## src/rtl/register_file_dump_if.sv

```systemverilog
// register_file_dump_if
// Purpose: groups the dump engine's control and stream handshake signals so
//          the register file and the debug transmitter share one bundle.
// Signals:
//   dump_start  request a full dump (consumer -> register file)
//   dump_ready  consumer accepts the current beat
//   dump_valid  current beat is valid
//   dump_addr   entry index of the current beat
//   dump_data   entry value of the current beat
//   dump_busy   dump in progress
//   dump_done   one-cycle pulse after the last beat is accepted
// Modports: master = register file (beat producer), slave = consumer.
interface register_file_dump_if #(
  parameter int WIDTH  = 32,
  parameter int ADDR_W = 5
);
  logic              dump_start;
  logic              dump_ready;
  logic              dump_valid;
  logic [ADDR_W-1:0] dump_addr;
  logic [WIDTH-1:0]  dump_data;
  logic              dump_busy;
  logic              dump_done;

  modport master (
    input  dump_start,
    input  dump_ready,
    output dump_valid,
    output dump_addr,
    output dump_data,
    output dump_busy,
    output dump_done
  );

  modport slave (
    output dump_start,
    output dump_ready,
    input  dump_valid,
    input  dump_addr,
    input  dump_data,
    input  dump_busy,
    input  dump_done
  );
endinterface

```

## src/rtl/register_file_dump.sv

```systemverilog
// register_file_dump
// Purpose: parametrised CPU register file with two combinational read ports,
//          optional write-to-read bypass, optional hardwired-zero entry 0 and
//          a handshaked engine that streams every entry in address order.
// Parameters: WIDTH, DEPTH (2..256), ADDR_W (derived), ZERO_REG, BYPASS.
// Ports:
//   clk                  rising-edge clock
//   reset                asynchronous, active-low; clears all state
//   write_enable         write strobe
//   Destination_select   write address
//   DATA                 write data
//   Source_select_0/1    read addresses
//   out_0/out_1          combinational read data
//   dump                 dump stream bundle (master side)
module register_file_dump #(
  parameter int WIDTH    = 32,
  parameter int DEPTH    = 32,
  parameter int ADDR_W   = $clog2(DEPTH),
  parameter int ZERO_REG = 1,
  parameter int BYPASS   = 1
) (
  input  logic                 clk,
  input  logic                 reset,
  input  logic                 write_enable,
  input  logic [ADDR_W-1:0]    Destination_select,
  input  logic [WIDTH-1:0]     DATA,
  input  logic [ADDR_W-1:0]    Source_select_0,
  input  logic [ADDR_W-1:0]    Source_select_1,
  output logic [WIDTH-1:0]     out_0,
  output logic [WIDTH-1:0]     out_1,
  register_file_dump_if.master dump
);

  typedef enum logic {
    IDLE,
    SEND
  } state_t;

  localparam logic [ADDR_W-1:0] LAST_ADDR = ADDR_W'(DEPTH - 1);

  logic [WIDTH-1:0]  mem [DEPTH];
  logic              write_ok;

  state_t            state_q, state_d;
  logic [ADDR_W-1:0] addr_q, addr_d;
  logic [WIDTH-1:0]  data_q, data_d;
  logic              done_q, done_d;

  logic [ADDR_W-1:0] load_addr;
  logic [WIDTH-1:0]  load_data;

  // An address is backed by storage only if it is below DEPTH (DEPTH need not
  // be a power of two) and is not the hardwired-zero entry.
  function automatic logic addr_backed(input logic [ADDR_W-1:0] a);
    return (32'(a) < 32'(DEPTH)) && !((ZERO_REG != 0) && (a == '0));
  endfunction

  // Shared by both read ports and the dump load so they can never disagree.
  function automatic logic [WIDTH-1:0] resolve(
    input logic [ADDR_W-1:0] a,
    input logic [WIDTH-1:0]  stored,
    input logic              wr_ok,
    input logic [ADDR_W-1:0] wr_addr,
    input logic [WIDTH-1:0]  wr_data
  );
    if (!addr_backed(a)) begin
      return '0;
    end
    if ((BYPASS != 0) && wr_ok && (wr_addr == a)) begin
      return wr_data;
    end
    return stored;
  endfunction

  always_comb begin
    write_ok = write_enable && addr_backed(Destination_select);
  end

  always_ff @(posedge clk or negedge reset) begin
    if (!reset) begin
      for (int i = 0; i < DEPTH; i++) begin
        mem[i] <= '0;
      end
    end else if (write_ok) begin
      mem[Destination_select] <= DATA;
    end
  end

  always_comb begin
    out_0 = resolve(Source_select_0, mem[Source_select_0], write_ok, Destination_select, DATA);
    out_1 = resolve(Source_select_1, mem[Source_select_1], write_ok, Destination_select, DATA);
  end

  // IDLE always loads entry 0; SEND loads the entry after the current beat.
  // In SEND on the last beat the wrapped address is computed but never used.
  always_comb begin
    load_addr = (state_q == IDLE) ? '0 : addr_q + ADDR_W'(1);
    load_data = resolve(load_addr, mem[load_addr], write_ok, Destination_select, DATA);
  end

  always_ff @(posedge clk or negedge reset) begin
    if (!reset) begin
      state_q <= IDLE;
      addr_q  <= '0;
      data_q  <= '0;
      done_q  <= 1'b0;
    end else begin
      state_q <= state_d;
      addr_q  <= addr_d;
      data_q  <= data_d;
      done_q  <= done_d;
    end
  end

  // A stalled beat keeps its captured data even if the entry is rewritten.
  always_comb begin
    state_d = state_q;
    addr_d  = addr_q;
    data_d  = data_q;
    done_d  = 1'b0;
    unique case (state_q)
      IDLE: begin
        if (dump.dump_start) begin
          state_d = SEND;
          addr_d  = '0;
          data_d  = load_data;
        end
      end
      SEND: begin
        if (dump.dump_ready) begin
          if (addr_q == LAST_ADDR) begin
            state_d = IDLE;
            done_d  = 1'b1;
          end else begin
            addr_d = load_addr;
            data_d = load_data;
          end
        end
      end
      default: begin
        state_d = IDLE;
      end
    endcase
  end

  assign dump.dump_valid = (state_q == SEND);
  assign dump.dump_busy  = (state_q == SEND);
  assign dump.dump_addr  = addr_q;
  assign dump.dump_data  = data_q;
  assign dump.dump_done  = done_q;

endmodule

```

## src/flat_wrapper.sv

```systemverilog
// flat-port wrapper written by rule: the top's interface ports become plain ports
module register_file_dump_flat 
#(
  parameter int WIDTH    = 32,
  parameter int DEPTH    = 32,
  parameter int ADDR_W   = $clog2(DEPTH),
  parameter int ZERO_REG = 1,
  parameter int BYPASS   = 1
)
  (clk, reset, write_enable, Destination_select, DATA, Source_select_0, Source_select_1, out_0, out_1, dump_dump_start, dump_dump_ready, dump_dump_valid, dump_dump_addr, dump_dump_data, dump_dump_busy, dump_dump_done);
  register_file_dump_if #(.WIDTH(WIDTH), .ADDR_W(ADDR_W)) dump_i ();
  input  logic clk;
  input  logic reset;
  input  logic write_enable;
  input  logic [ADDR_W-1:0] Destination_select;
  input  logic [WIDTH-1:0] DATA;
  input  logic [ADDR_W-1:0] Source_select_0;
  input  logic [ADDR_W-1:0] Source_select_1;
  output logic [WIDTH-1:0] out_0;
  output logic [WIDTH-1:0] out_1;
  input wire logic [$bits(dump_i.dump_start)-1:0] dump_dump_start;
  input wire logic [$bits(dump_i.dump_ready)-1:0] dump_dump_ready;
  output wire logic [$bits(dump_i.dump_valid)-1:0] dump_dump_valid;
  output wire logic [$bits(dump_i.dump_addr)-1:0] dump_dump_addr;
  output wire logic [$bits(dump_i.dump_data)-1:0] dump_dump_data;
  output wire logic [$bits(dump_i.dump_busy)-1:0] dump_dump_busy;
  output wire logic [$bits(dump_i.dump_done)-1:0] dump_dump_done;
  assign dump_i.dump_start = dump_dump_start;
  assign dump_i.dump_ready = dump_dump_ready;
  assign dump_dump_valid = dump_i.dump_valid;
  assign dump_dump_addr = dump_i.dump_addr;
  assign dump_dump_data = dump_i.dump_data;
  assign dump_dump_busy = dump_i.dump_busy;
  assign dump_dump_done = dump_i.dump_done;
  register_file_dump #(.WIDTH(WIDTH), .DEPTH(DEPTH), .ADDR_W(ADDR_W), .ZERO_REG(ZERO_REG), .BYPASS(BYPASS)) u_core (.clk(clk), .reset(reset), .write_enable(write_enable), .Destination_select(Destination_select), .DATA(DATA), .Source_select_0(Source_select_0), .Source_select_1(Source_select_1), .out_0(out_0), .out_1(out_1), .dump(dump_i));
endmodule
```

## config.mk

```make
export PLATFORM = sky130hd
export DESIGN_NAME = register_file_dump_flat
export DESIGN_NICKNAME = d
export VERILOG_FILES = /design/src/rtl/register_file_dump_if.sv /design/src/rtl/register_file_dump.sv /design/src/flat_wrapper.sv
export SDC_FILE = /design/constraint.sdc
export NUM_CORES = 2
export LEC_CHECK = 0
export CAP_MARGIN = 25
export CORE_MARGIN = 1.5
export CORE_UTILIZATION = 60
export DETAILED_ROUTE_END_ITERATION = 10
export PLACE_DENSITY = 0.78
export SYNTH_ARGS = -nofsm -noshare
export SYNTH_HDL_FRONTEND = slang
export SYNTH_SLANG_ARGS = --single-unit
export TNS_END_PERCENT = 30
```

## constraint.sdc

```tcl
create_clock -name clk -period 6.6 [get_ports clk]
set_clock_uncertainty 0.15 [all_clocks]
set_input_delay 1.32 -clock clk [delete_from_list [all_inputs] [get_ports clk]]
set_output_delay 1.32 -clock clk [all_outputs]
set_load 0.02 [all_outputs]
```

==> results.sh <==
export IMPL_cts_hold_buffers=0
export IMPL_io_buffers=155
export IMPL_maxCapViolCount=0
export IMPL_ant_nets=0
export IMPL_ys_async_sr_fraction=1.00
export IMPL_rsz0062_at_grt="false"
export IMPL_highest_layer="met5"
export IMPL_finalHoldViolCount=0
export IMPL_syn_area_sq_mm=0.0658
export IMPL_criticalPathCategory="in -> out"
export IMPL_grt_pass1_vias=50700
export IMPL_cts_resized=0
export IMPL_fp_row_count=121
export IMPL_cts_tree="built"
export IMPL_place_area_sq_mm=0.0692
export IMPL_netlist_instances=4860
export IMPL_synth_area_leaders="dfrtp_1, mux4_2, mux2_2, mux2i_1, a211oi_1"
export IMPL_avgSynthCellArea_sq_um=13.5
export IMPL_clock_latency_ns=0.73
export IMPL_yosysTopAreaCellShare=0.404
export IMPL_cp_end_kind="output port"
export IMPL_vias_per_cell=8.14
export IMPL_die_h_um=334
export IMPL_wirelength_um=244000
export IMPL_fillers=7307
export IMPL_min_period_over_period=0.969
export IMPL_vias=51300
export IMPL_drc_errors=0
export IMPL_start_kind="primary input"
export IMPL_place_congestion=0.945
export IMPL_wl_met1_um=80800
export IMPL_wl_met2_um=101000
export IMPL_tightest_slew_ns=1.18
export IMPL_synth_flop_cell="dfrtp_1"
export IMPL_yosysSeqAreaShare=0.404
export IMPL_dr_wl_met3_um=42200
export IMPL_hpwl_um=141000
export IMPL_core_area_sq_mm=0.109
export IMPL_min_path_type="reg -> reg"
export IMPL_grt_antenna_before_repair=4
export IMPL_grt_ovfl_total=0
export IMPL_cts_root_buf="clkbuf_16"
export IMPL_drt_iter0_drc=8812
export IMPL_final_setup_tns_ns=0
export IMPL_syn_to_final_growth_pct=11.4
export IMPL_max_slew_margin_rel=0.214
export IMPL_status="completed"
export IMPL_finalCriticalPeriod_ns=6.40
export IMPL_die_area_sq_mm=0.112
export IMPL_drive_gt1_frac=0.444
export IMPL_fin_area_sq_mm=0.0734
export IMPL_cts_clk_slew_worst_paths_ns=0.06
export IMPL_syn_nets=4914
export IMPL_pwr_density_cell_mw_per_mm2=370
export IMPL_cts_made_buffers=113
export IMPL_synth_top_cells_by_count="dfrtp_1, mux2_2, mux4_2, clkbuf_1, mux2i_1"
export IMPL_cts_setup_buffers=0
export IMPL_grtUsageTotal=0.439
export IMPL_clockBufferDepth=3
export IMPL_io_pin_count=156
export IMPL_grt_pass1_wl_um=356000
export IMPL_htree_levels=3
export IMPL_ys_ff_latch=1063
export IMPL_cp_data_required_time_ns=5.13
export IMPL_peakVddDrop_mv=0.456
export IMPL_netlist_top_cell_by_area="dfrtp_1"
export IMPL_fin_nets=4834
export IMPL_synth_edf_count=0
export IMPL_power_leakage_nw=30.6
export IMPL_die_w_um=334
export IMPL_grt_max_degree=116
export IMPL_first_pass_iters=7
export IMPL_cts_sinks=1063
export IMPL_crit_fanout=54
export IMPL_worst_ep_arrival_time_ns=4.93
export IMPL_yosysWarnings=0
export IMPL_rrSetupSlack_ns=1.77
export IMPL_yosysMostFrequentCell="dfrtp_1"
export IMPL_yosysUniqueCellTypes=79
export IMPL_wire_per_inst_um=38.8
export IMPL_slew_viol_final=0
export IMPL_setup_viol=0
export IMPL_fmax_ghz=0.156
export IMPL_initial_core_util=0.605
[final cells by class]
type	instances	area [sq um]	share of cell area
clock inverter	50	674	0.00919
tap	1414	1770	0.0241
inverter	9	41.3	0.000563
antenna	5	12.5	0.000171
sequential	1063	26600	0.363
timing repair buffer	393	4110	0.0560
multi-input combinational	3200	36800	0.502
clock buffer	162	3350	0.0456
[layer usage]
layer  up-vias  track usage
met4         8        0.304
met5         -      0.00999
met2      4967        0.599
met3      1309        0.201
met1     25900        0.554
li1      19000            -
[critical path, stage by stage]
cell	delay, ns
buf_6	0.53
buf_4	0.52
xnor2_1	0.24
and3_1	0.59
buf_4	0.25
nand2_1	0.06
a21oi_1	0.55
clkdlybuf4s50_1	0.75
[path summary, 6_finish.rpt]
kind                                                       from                                    end  cells past startpoint
max reg2reg                u_core.dump.dump_addr[0]$_DFFE_PN0P_  u_core.dump.dump_data[24]$_DFFE_PN0P_                     11
min in group asynchronous                                 reset            u_core.mem[981]$_DFFE_PN0P_                      1
min reg2reg                         u_core.mem[993]$_DFFE_PN0P_            u_core.mem[993]$_DFFE_PN0P_                      0
max in group asynchronous                                 reset            u_core.mem[363]$_DFFE_PN0P_                      2
max                                          Source_select_1[2]                              out_1[25]                      8
min                                 u_core.mem[993]$_DFFE_PN0P_            u_core.mem[993]$_DFFE_PN0P_                      0
[stage by stage]
| stage | cells | hold WS (ns) | util | setup slack, ns | total power, mW |
|---|---|---|---|---|---|
| 5_1_grt | 6293 | 0.286 | 0.674 | 0.297 | 27.8 |
| 3_3_place_gp | 6067 | 0.249 | 0.634 | 0.448 | 19.3 |
| 2_1_floorplan | 4860 | 0.308 | - | 1.82 | 15.6 |
| 3_5_place_dp | 6072 | 0.255 | 0.635 | 0.411 | 19.6 |
| 6_report | 6296 | 0.266 | 0.674 | 0.203 | 27.2 |
| 4_1_cts | 6284 | 0.270 | 0.672 | 0.375 | 26.5 |
[cell usage in the layout (no fill, tap or decap), types with 9 or more instances in the layout]
master,instances
nand3_1,55
nor2_4,17
clkbuf_16,118
dfrtp_1,1061
mux2_2,992
nor2b_1,38
nor3_1,27
a211oi_1,139
bufinv_16,15
mux2i_1,231
o21ai_0,97
and3_1,27
o21ai_1,12
nor2_1,95
buf_4,189
a31oi_1,37
a221oi_1,93
o22ai_1,25
a221o_1,9
buf_16,10
a222oi_1,10
a311oi_1,16
and2_1,25
a21oi_1,98
buf_12,43
clkbuf_8,26
clkbuf_1,20
nand2_1,207
clkinv_2,20
nand2_4,11
mux4_2,659
clkdlybuf4s50_1,142
o221ai_1,41
a22oi_1,76
[power by group]
part           internal (mW)  switching, mW
Clock                   4.10           2.86
Combinational           4.74           6.19
Sequential              7.81           1.49
[kinds of logic (layout without fill, tap and decap cells)]
kind of cell	Yosys count	in the layout	share of synthesized area
buf+inv	597	614	0.0418
fa+ha+maj	2	2	0.000380
xor+xnor	17	17	0.00272
compound gates	736	736	0.0801
simple gates	553	553	0.0389
mux	1892	1892	0.432
other cells	0	5	0
flops	1063	1063	0.404
[registers in the layout, summed over array words and instances (netlist names)]
name and cells:
u_core.mem 1024, u_core.dump.dump_addr 5, u_core.dump.dump_busy 1, u_core.dump.dump_done 1, u_core.dump.dump_data 32
No activity file was read; power rests on OpenSTA's default activity.
